File: src/rtl/parity_pkg.sv
// Shared types and constants for the sequenced parity indicator.
// Used by the scan controller and any lab top that drives the same RGB LED.
package parity_pkg;

    typedef enum logic [1:0] {
        IDLE  = 2'd0,
        SHIFT = 2'd1,
        SHOW  = 2'd2
    } scan_state_t;

    localparam int RGB_ODD  = 0;
    localparam int RGB_EVEN = 1;
    localparam int RGB_BUSY = 2;

    // LED pattern for a given controller state and last parity result.
    function automatic logic [2:0] rgb_code(input scan_state_t st, input logic par);
        logic [2:0] code;
        code = '0;
        case (st)
            SHIFT: code[RGB_BUSY] = 1'b1;
            SHOW: begin
                code[RGB_ODD]  = par;
                code[RGB_EVEN] = ~par;
            end
            default: code = '0;
        endcase
        return code;
    endfunction

endpackage

File: src/rtl/btn_debounce.sv
// Push-button conditioner: multi-stage synchronizer, consecutive-stable-cycle
// debounce and a one-cycle pulse on each accepted press.
module btn_debounce #(
    parameter int SYNC_STAGES  = 2,
    parameter int DEBOUNCE_CYC = 1000000
) (
    input  logic clk,
    input  logic rst_n,
    input  logic btn_i,
    output logic level_o,
    output logic rise_o
);

    localparam int CNT_W = (DEBOUNCE_CYC > 1) ? $clog2(DEBOUNCE_CYC) : 1;
    localparam logic [CNT_W-1:0] CNT_LAST = CNT_W'(DEBOUNCE_CYC - 1);

    logic [SYNC_STAGES-1:0] sync_q;
    logic [CNT_W-1:0]       cnt_q;
    logic                   sync_bit;

    assign sync_bit = sync_q[SYNC_STAGES-1];

    // cnt_q counts consecutive cycles the synchronized input disagrees with
    // the accepted level; any agreement restarts the qualification.
    always_ff @(posedge clk or negedge rst_n) begin
        if (!rst_n) begin
            sync_q  <= '0;
            cnt_q   <= '0;
            level_o <= 1'b0;
            rise_o  <= 1'b0;
        end else begin
            sync_q <= {sync_q[SYNC_STAGES-2:0], btn_i};
            rise_o <= 1'b0;
            if (sync_bit == level_o) begin
                cnt_q <= '0;
            end else if (cnt_q == CNT_LAST) begin
                level_o <= sync_bit;
                rise_o  <= sync_bit;
                cnt_q   <= '0;
            end else begin
                cnt_q <= cnt_q + CNT_W'(1);
            end
        end
    end

endmodule

File: src/rtl/parity_scan_ctrl.sv
// Button-started bit-serial parity scan of the switch word, result shown on
// the RGB LED for a fixed time.
//
//   state | meaning
//   IDLE  | LED off, waiting for a debounced press
//   SHIFT | busy LED, one switch bit folded into the accumulator per cycle
//   SHOW  | odd/even LED lit; a new press restarts the scan immediately
module parity_scan_ctrl
    import parity_pkg::*;
#(
    parameter int DATA_W       = 8,
    parameter int DEBOUNCE_CYC = 1000000,
    parameter int SHOW_CYC     = 50000000
) (
    input  logic              clk,
    input  logic              rst_n,
    input  logic [DATA_W-1:0] sw,
    input  logic              btn,
    output logic [2:0]        RGB0,
    output logic              parity_o,
    output logic              done_o
);

    localparam int BIT_W  = $clog2(DATA_W + 1);
    localparam int SHOW_W = $clog2(SHOW_CYC + 1);
    localparam logic [BIT_W-1:0]  BIT_LAST  = BIT_W'(DATA_W - 1);
    localparam logic [SHOW_W-1:0] SHOW_LAST = SHOW_W'(SHOW_CYC - 1);

    scan_state_t       state, state_next;
    logic [DATA_W-1:0] shreg;
    logic              acc;
    logic [BIT_W-1:0]  bitcnt;
    logic [SHOW_W-1:0] showcnt;
    logic              btn_level;
    logic              btn_rise;
    logic              start;
    logic              load;
    logic              finish;

    btn_debounce #(
        .SYNC_STAGES  (2),
        .DEBOUNCE_CYC (DEBOUNCE_CYC)
    ) u_btn (
        .clk     (clk),
        .rst_n   (rst_n),
        .btn_i   (btn),
        .level_o (btn_level),
        .rise_o  (btn_rise)
    );

    // rise_o is only ever high in the first cycle the new level reads 1.
    assign start = btn_rise & btn_level;

    always_ff @(posedge clk or negedge rst_n) begin
        if (!rst_n) begin
            state <= IDLE;
        end else begin
            state <= state_next;
        end
    end

    always_comb begin
        state_next = state;
        load       = 1'b0;
        finish     = 1'b0;
        case (state)
            IDLE: begin
                if (start) begin
                    state_next = SHIFT;
                    load       = 1'b1;
                end
            end
            SHIFT: begin
                if (bitcnt == BIT_LAST) begin
                    state_next = SHOW;
                    finish     = 1'b1;
                end
            end
            SHOW: begin
                if (start) begin
                    state_next = SHIFT;
                    load       = 1'b1;
                end else if (showcnt == SHOW_LAST) begin
                    state_next = IDLE;
                end
            end
            default: state_next = IDLE;
        endcase
    end

    // The last bit is folded in on the finishing edge, so the published parity
    // includes shreg[0] of the final SHIFT cycle.
    always_ff @(posedge clk or negedge rst_n) begin
        if (!rst_n) begin
            shreg    <= '0;
            acc      <= 1'b0;
            bitcnt   <= '0;
            showcnt  <= '0;
            parity_o <= 1'b0;
            done_o   <= 1'b0;
        end else begin
            done_o <= finish;
            if (load) begin
                shreg  <= sw;
                acc    <= 1'b0;
                bitcnt <= '0;
            end else if (state == SHIFT) begin
                acc    <= acc ^ shreg[0];
                shreg  <= shreg >> 1;
                bitcnt <= bitcnt + BIT_W'(1);
            end
            if (finish) begin
                parity_o <= acc ^ shreg[0];
                showcnt  <= '0;
            end else if (state == SHOW) begin
                showcnt <= showcnt + SHOW_W'(1);
            end
        end
    end

    assign RGB0 = rgb_code(state, parity_o);

endmodule

File: config.mk
export PLATFORM = sky130hd
export DESIGN_NAME = parity_scan_ctrl
export DESIGN_NICKNAME = d
export VERILOG_FILES = /design/src/rtl/parity_pkg.sv /design/src/rtl/btn_debounce.sv /design/src/rtl/parity_scan_ctrl.sv
export SDC_FILE = /design/constraint.sdc
export NUM_CORES = 1
export LEC_CHECK = 0
export CORE_ASPECT_RATIO = 0.9
export CORE_UTILIZATION = 35
export DETAILED_ROUTE_END_ITERATION = 6
export GPL_ROUTABILITY_DRIVEN = 0
export PLACE_DENSITY = 0.62
export SLEW_MARGIN = 30
export SYNTH_ARGS = -nofsm -noshare
export SYNTH_HDL_FRONTEND = slang
export SYNTH_SLANG_ARGS = --single-unit
File: constraint.sdc
create_clock -name clk -period 2.2 [get_ports clk]
set_clock_uncertainty 0.05 [all_clocks]
set_input_delay 0.66 -clock clk [delete_from_list [all_inputs] [get_ports clk]]
set_output_delay 0.66 -clock clk [all_outputs]
set_load 0.05 [all_outputs]
# After elaboration in Yosys (flattened, before gate mapping)
# Cells that the tools add are included.
# classes
addsub	3
multipliers	0
n_div	0
magnitude_cmp	0
n_eq_ne	9
n_shift	0
muxes	23
n_bitwise	4
reduce_logical	6
# ops
operator	count
26-bit two-way mux	2
20-bit two-way mux	2
26-bit by 1-bit adder with 26-bit output, second input constant	1
26-bit == test, second input constant	1
20-bit by 1-bit adder with 20-bit output, second input constant	1
20-bit == test, second input constant	1
8-bit two-way mux	2
2-bit two-way mux	5
1-bit two-way mux	9
4-bit two-way mux	2
2-bit one-hot mux with 3 select lines	1
4-bit by 1-bit adder with 4-bit output, second input constant	1
4-bit by 3-bit == test with 1-bit output, second input constant	1
2-bit != test, second input constant	2
2-bit nonzero test	2
3-bit != test, second input constant	1
3-bit AND reduction	1
2-bit by 1-bit == test with 1-bit output, second input constant	1
2-bit == test, second input constant	1
2-bit logical NOT	1
1-bit inverter	2
2-bit AND reduction	1
2-bit OR reduction	1
1-bit bitwise AND	1
other kinds (2)	2
# word_totals
ff_bits	67
latch_bits	0
ramBits	0
rom_bits	0
in_bits	11
output_inout_bits	5
wordCells	56
n_memories	0

# Depth between registers and ports, before layout
# Gate-level depths: netlist of run 1.
# depth
depth_word	4
mapped_depth	7
depth_no_buf	5

# Cells and area by module
# From an unflattened synthesis of run 1, not the netlist that was laid out.
# hier_totals
cells_unflattened	335
area_unflattened_um2	3260.6
# by_module_without_submodules
mod	instances	cells_each	area_each_um2
parity_scan_ctrl	1	225	2123.3
btn_debounce	1	110	1137.3

# Least setup slack after synthesis of run 1
# No wires, ideal clock.
# synth_path
path_kind	reg-to-output
from	reg state[0]
to	out RGB0[1]
arrival_time_ns	1.337
setup_slack_ns	0.153
path_stages_with_launch	4
n_path_buf	1
path_cell_list	dfrtp_1 > nand2b_1 > clkbuf_1 > nor2_1
# synth_via
elab_chain_len	2
# synth_rtl
item	line_no	rtl
from (decl)	parity_scan_ctrl.sv:29	scan_state_t state, state_next;
from (signal assigned)	parity_scan_ctrl.sv:58	state <= state_next;
2-bit == test	parity_pkg.sv:19	case (st)
2-bit two-way mux	parity_pkg.sv:19	
to (decl)	parity_scan_ctrl.sv:19	output logic [2:0] RGB0,
# No other way between the ends.

# Worst setup path in the final report of run 1
# layout_path
from	reg state[1]
to	out RGB0[2]
# layout_via
elab_chain_len	2
# layout_rtl
item	line_no
2-bit by 1-bit == test with 1-bit output	parity_pkg.sv:19
1-bit two-way mux	parity_pkg.sv:19
# No other way between the ends.

==> results.py, run 1 <==
metrics = {
    "floorplan": {
        "start_util_pct": 36.0,
        "die_area_sq_mm": 0.00973,
        "core_sq_mm": 0.00908,
        "pin_count": 16,
        "die_w_um": 104,
        "rows": 33,
        "die_y_um": 93.7,
    },
    "timing": {
        "grt_setup_unrepaired": "no",
        "max_freq_mhz": 491,
        "worst_pin_slew_ns": 0.500,
        "slew_headroom_pct": 66.5,
        "period_minus_slack_ns": 2.03,
        "setup_tns_ns": 0,
        "slew_violations": 0,
        "setup_ws_ns": 0.165,
        "setup-violations-final": 0,
        "finalHoldViolCount": 0,
        "fin_crit_sh_pct": 92.5,
    },
    "clock_network": {
        "clk_latency_ns": 0.34,
        "cts_tree": "built",
        "cts.sinks": 67,
        "postCtsHoldBufs": 0,
        "cts_buffers": 9,
        "clock_path_buffers": 2,
        "htreeDepth": 3,
        "cts_setup_buffers": 0,
        "clk_pin_slew_ns": 0.07,
        "clk_root_buffer_cell": "clkbuf_8",
    },
    "synthesis": {
        "synthTopCellsByArea": "dfrtp_1 (51%), nand2_1 (6.3%), mux2i_1 (5.2%), nand3_1 (3.5%), nor2_1 (3.1%)",
        "netlist.area_leader.share_pct": 51.3,
        "synthXorXnorAreaFrac_pct": 4.82,
        "synthFlopType": "dfrtp_1",
        "syn_area_sq_mm": 0.00327,
        "synth_most_common_cell": "dfrtp_1",
        "synth_top_family_by_area": "simple AND/OR/NAND/NOR gates",
        "synth_seq_cells": 67,
        "synth_fa_ha_area_share_pct": 1.15,
        "synthTopCellsByCount": "dfrtp_1 (67), nand2_1 (55), nor2_1 (27)",
        "synth_area_per_cell_sq_um": 9.90,
        "netlist_instances": 330,
        "async_reset_ff_share_pct": 100,
        "synth_cell_types": 45,
        "ys.warnings.count": 0,
        "synth_compound_area_share_pct": 7.92,
        "synth_mux_area_share_pct": 5.55,
        "synth_top_area_cell": "dfrtp_1",
        "synth-edff-count": 0,
        "yosysSeqAreaShare_pct": 51.3,
        "syn_nets": 344,
        "synth-simple-area-share_pct": 26.9,
    },
    "grt": {
        "antenna_found_initial": 0,
        "grt_max_degree": 52,
        "grt_pass1_vias": 2416,
        "grt_remaining_overflow": 0,
        "grt_pass1_wl_um": 11300,
        "grt_usage_pct": 14.7,
    },
    "place": {
        "preCtsSetupSlack_ns": 0.437,
        "dp_hpwl_um": 4440,
        "portBuffers": 15,
    },
    "pwr": {
        "power.density_mw_per_mm2": 644,
        "ir_drop_mv": 0.352,
        "comb_power_share_pct": 2.5,
        "power.leakage_nw": 1.78,
        "switchingPower_uw": 502,
        "p_seq_share_pct": 50.5,
        "intPower_mw": 1.96,
        "power_frac_clock_pct": 47.0,
        "switching_share_pct": 20.4,
        "p_total_mw": 2.46,
    },
    "detailed_routing": {
        "drt-initial-drc-count": 80,
        "wl_per_cell_um": 13.5,
        "dr.pass1.iters": 4,
        "routed_via_density": 5.13,
        "num_vias": 2446,
        "ant_nets": 0,
        "wirelength_um": 6430,
        "drcViolationCount": 0,
    },
    "run_status": {
        "outcome": "complete, no violations",
    },
    "finish": {
        "diodes": 0,
        "fillers": 917,
        "area_growth_pct": 17.1,
        "layout.nets": 364,
        "drive_above_1_share_pct": 12.1,
    },
    "critical_path": {
        "crit_slowest_cell": "dfrtp_1",
        "path_cells": "nand2b_1 > inv_2 > buf_4",
        "timing_worst_setup_path_type": "reg2out",
        "worstPathMaxFanout": 6,
        "end_kind": "output port",
        "crit_arrival_ns": 1.32,
        "crit_path_start_kind": "register",
        "critical_path.max_stage_delay_ns": 0.41,
        "crit_required_ns": 1.49,
    },
    "job": {
        "cap_viol_max_count": 0,
    },
    "hold_path": {
        "hold_class": "in2async",
    },
}
per-layer routing:
| metal | share of wire (%) | vias to the layer above | global-route usage (%) |
|---|---|---|---|
| met4 | 2.3 | 0 | 8.81 |
| met3 | 2.2 | 12 | 2.29 |
| met2 | 46 | 37 | 23.4 |
| met5 | 0 | - | 0 |
| met1 | 50 | 1179 | 19.1 |
| li1 | - | 1218 | - |
cell type report:
type	instances	area, sq um	area share (%)
clock buffers	12	155	4.05
clock inverters	4	72.6	1.90
inverters	3	11.3	0.294
multi-input cells	246	1520	39.6
flip-flops and latches	67	1680	43.8
well taps	122	153	3.99
repair buffers	23	243	6.34
logic make-up (layout without fill, tap and decap cells):
kind of cell               Yosys count  in the layout
AOI/OAI and AO/OA                   42             42
xor gates and xnor gates            18             18
adders and majority gates            3              3
buffers and inverters               17             42
DFF                                 67             67
muxes                               18             18
and+or+nand+nor                    165            165
state kept, by name, indices dropped and copies added, names as in the netlist:
name,flops
acc,1
bitcnt,4
done_o,1
parity_o,1
showcnt,26
shreg,8
state,2
u_btn.cnt_q,20
u_btn.level_o,1
u_btn.rise_o,1
u_btn.sync_q,2
final timing paths:
kind	startpoint	to	slack [ns]	cells after the start
min	rst_n	showcnt[13]	0.09	1
max	state[1]	RGB0[2]	0.17	3
max reg2reg	u_btn.cnt_q[0]	u_btn.cnt_q[18]	0.43	5
max in group asynchronous	rst_n	state[1]	1.52	2
min in group clk	u_btn.sync_q[0]	u_btn.sync_q[1]	0.30	0
min reg2reg	u_btn.sync_q[0]	u_btn.sync_q[1]	0.30	0
power groups by stage:
stage / registers (mW) / clock network [mW] / logic [mW]
after detailed placement: 1.27 / 0 / 0.0647
after floorplan: 1.27 / 0 / 0.0143
after global placement: 1.27 / 0 / 0.0636
after CTS: 1.24 / 1.20 / 0.0647
after global routing: 1.24 / 1.24 / 0.0710
final: 1.24 / 1.16 / 0.0614
through the flow:
step	hold slack (ns)	instances	util [%]	cell area, sq um
after CTS	0.0782	477	42.1	3830
after floorplan	0.281	330	-	3270
after global placement	0.291	461	39.6	3600
after global routing	0.0851	477	42.1	3830
after detailed placement	0.287	461	39.6	3600
final	0.0917	477	42.1	3830
worst max-delay path, delay by kind of cell (launching register included):
| kind | cells | cell delay (ns) |
|---|---|---|
| flops | 1 | 0.41 |
| buf+inv | 2 | 0.35 |
| simple gates | 1 | 0.23 |
timing repair:
item	4_1_cts	5_1_grt
resized for setup	0	1
hold endpoints to repair	0	0
endpoints found under the setup margin	0	1
layout by cell type, fill, tap and decap left out, types with 3 or more instances in the layout:
cell type / netlist / final
nand2b_1: 3 / 3
nand3_1: 23 / 23
o31ai_1: 5 / 5
buf_12: 0 / 4
xnor2_1: 9 / 9
a21oi_1: 7 / 7
nor3_1: 3 / 3
o21ai_0: 17 / 17
and4_1: 4 / 4
and3_1: 9 / 9
buf_4: 1 / 9
nor4_1: 5 / 5
a22oi_1: 7 / 7
dfrtp_1: 67 / 67
nand2_1: 55 / 55
ha_1: 3 / 3
nand4_1: 16 / 16
mux2i_1: 17 / 17
clkbuf_8: 0 / 11
nor2_1: 27 / 27
xor2_1: 9 / 9
clkdlybuf4s50_1: 0 / 9
No activity file was read; power rests on OpenSTA's default activity.
==> inputs of run 2 (changes only) <==
Settings changed: TNS_END_PERCENT set to 50.
==> results of run 2 <==
Same layout as run 1: the final DEF is identical, and so are final timing and power.
==> edit (config.mk and constraints of run 2) <==
Add an input register stage for `sw` and `btn`; this delays them by one clock.
--- a/src/rtl/parity_scan_ctrl.sv
+++ b/src/rtl/parity_scan_ctrl.sv
@@ -26,6 +26,14 @@
     localparam logic [BIT_W-1:0]  BIT_LAST  = BIT_W'(DATA_W - 1);
     localparam logic [SHOW_W-1:0] SHOW_LAST = SHOW_W'(SHOW_CYC - 1);
 
+    logic [DATA_W-1:0] sw_q;
+    logic btn_q;
+
+    always_ff @(posedge clk) begin
+        sw_q  <= sw;
+        btn_q <= btn;
+    end
+
     scan_state_t       state, state_next;
     logic [DATA_W-1:0] shreg;
     logic              acc;
@@ -43,7 +51,7 @@
     ) u_btn (
         .clk     (clk),
         .rst_n   (rst_n),
-        .btn_i   (btn),
+        .btn_i   (btn_q),
         .level_o (btn_level),
         .rise_o  (btn_rise)
     );
@@ -101,7 +109,7 @@
         end else begin
             done_o <= finish;
             if (load) begin
-                shreg  <= sw;
+                shreg  <= sw_q;
                 acc    <= 1'b0;
                 bitcnt <= '0;
             end else if (state == SHIFT) begin
Formal check against the unedited RTL: same outputs for any inputs over 10 cycles, from zero or initial values and one cycle with rst_n low; that may be too few to reach the edited logic, so the function may still have changed.
==> edit against run 2 <==
  * Sequential cell count increased by 9
  * Critical endpoint unchanged
  * Setup slack got worse by 0.10 ns
  * Largest power group unchanged
  * Total power fell by 2.8%
  * Area after synthesis is 2.8% higher
  * Wire length is 5.2% lower
  * Design area grew 1.9%
  * Via count is 1.8% higher
  * Die area rose by 2.7%
==> edit: results (changes against run 2) <==
| Metric | Value |
|---|---|
| Status | finished, final reports clean (unchanged) |
| Worst-path maximum fanout | 15 (was 6) |
| Vias in the first global route | 2,388 (was 2,416) |
| Nets@finish | 374 (was 364) |
| VDD IR max | 0.000297 V (was 0.000352 V) |
| FF-to-FF path depth | 4 (was 5) |
| FF-to-FF Start | u_btn.cnt_q[2] (was u_btn.cnt_q[0]) |
| Max H-tree Level | 3 (unchanged) |
| Wire per inst | 12.5 um (was 13.5 um) |
| Net count after synthesis | 350 (was 344) |
| Full die area | 9990 um2 (was 9730 um2) |
| Static Leakage | 0.00172 uW (was 0.00178 uW) |
| Largest regs | showcnt x26, u_btn.cnt_q x20 (was showcnt x26, u_btn.cnt_q x20, shreg x8) |
| Gr usage total | 13.7% (was 14.7%) |
| CP max-delay cell | dfrtp_1 (unchanged) |
| Via total after detailed routing | 2,489 (was 2,446) |
| Cell variety after synth | 44 (was 45) |
| First-pass GRT wire length | 10.8 mm (was 11.3 mm) |
| R2r setup slk | 0.17 ns (was 0.43 ns) |
| Fillcell total | 873 (was 917) |
| Sequential area share after synthesis | 55.3% (was 51.3%) |
| FFs w/ async S/R, synth | 88.2% (was 100%) |
| Arrival time worst endpoint | 1.43 ns (was 1.32 ns) |
| Dpl hpwl | 4.15 mm (was 4.44 mm) |
| Largest net degree at the start of global routing | 68 (was 52) |
| Fraction of layout cells with a size suffix above 1 | 10.1% (was 12.1%) |
| FF-to-FF End | u_btn.cnt_q[19] (was u_btn.cnt_q[18]) |
| Least-Margin Pin Slew | 0.592 ns (was 0.500 ns) |
| Setup Buffers After CTS | 0 (unchanged) |
| Fmax | 468 MHz (was 491 MHz) |
| Initial DRC count | 75 (was 80) |
| Post-CTS Resized | 1 (was 0) |
| Yosys warns | 0 (unchanged) |
| Area contributors post-synth | dfrtp_1 (50%), nand2_1 (6.7%), dfxtp_1 (5.4%) (was dfrtp_1 (51%), nand2_1 (6.3%), mux2i_1 (5.2%)) |
## edit: cell count changes after synthesis, sizes merged, moves of 4 or more
cell,change
dfxtp,+9
and3,-7
inv,+7
buf,-6
mux2i,-6
nand3,-6
nand2,+5
nor2,-5
or4,+4
## edit: where the power goes
part	internal (uW)	leakage, uW	switching, uW
sequential	1410	0.00101	9.11
clock	414	0.0000799	504
combinational	24.4	0.000633	34.5
## edit: cell type report
| cell class | instances | area [um2] | share of cell area [%] |
|---|---|---|---|
| clock buffer | 11 | 131 | 3.37 |
| clock inverter | 5 | 37.5 | 0.963 |
| inverter | 9 | 36.3 | 0.931 |
| multi-input combinational | 240 | 1430 | 36.8 |
| sequential | 76 | 1860 | 47.6 |
| tap | 122 | 153 | 3.92 |
| timing repair buffer | 24 | 250 | 6.42 |
## edit: metrics by stage
step / std cells / power [uW] / hold WS (ns) / area, um2 / setup slack [ns]
final: 487 / 2390 / 0.270 / 3900 / 0.0637
after global routing: 487 / 2490 / 0.288 / 3900 / -0.0442
after CTS: 487 / 2430 / 0.282 / 3890 / 0.0393
after detailed placement: 471 / 1510 / 0.273 / 3720 / 0.121
after global placement: 471 / 1510 / 0.268 / 3720 / 0.195
after floorplan: 336 / 1460 / 0.266 / 3360 / 0.148
## edit: worst max-delay path by stage
stage              startpoint               to  slack, ns  depth (start not counted)
2_1_floorplan        state[0]          RGB0[0]       0.15                          3
3_3_place_gp   u_btn.cnt_q[0]  u_btn.cnt_q[18]       0.20                          5
3_5_place_dp   u_btn.cnt_q[2]  u_btn.cnt_q[18]       0.12                          4
4_1_cts              state[1]          RGB0[2]       0.04                          3
5_1_grt              state[1]          RGB0[2]      -0.04                          3
6_report             state[1]          RGB0[2]       0.06                          3
## edit: logic make-up (layout without fill, tap and decap cells)
group           after synthesis  count (layout)  share of synthesized area (%)
compound gates               55              55                           10.2
xor+xnor                     15              15                           3.91
fa+ha+maj                     3               3                           1.12
buf+inv                      20              49                           2.38
flops                        76              76                           55.3
mux                          12              12                           3.61
simple gates                155             155                           23.5
## edit: routing by layer
metal | vias to the layer above | GRT usage (%) | wire length (um)
met3 | 6 | 4.35 | 238
met5 | - | 0 | 0
met1 | 1201 | 17.3 | 2960
li1 | 1244 | - | -
met2 | 38 | 22.2 | 2830
met4 | 0 | 4.93 | 63
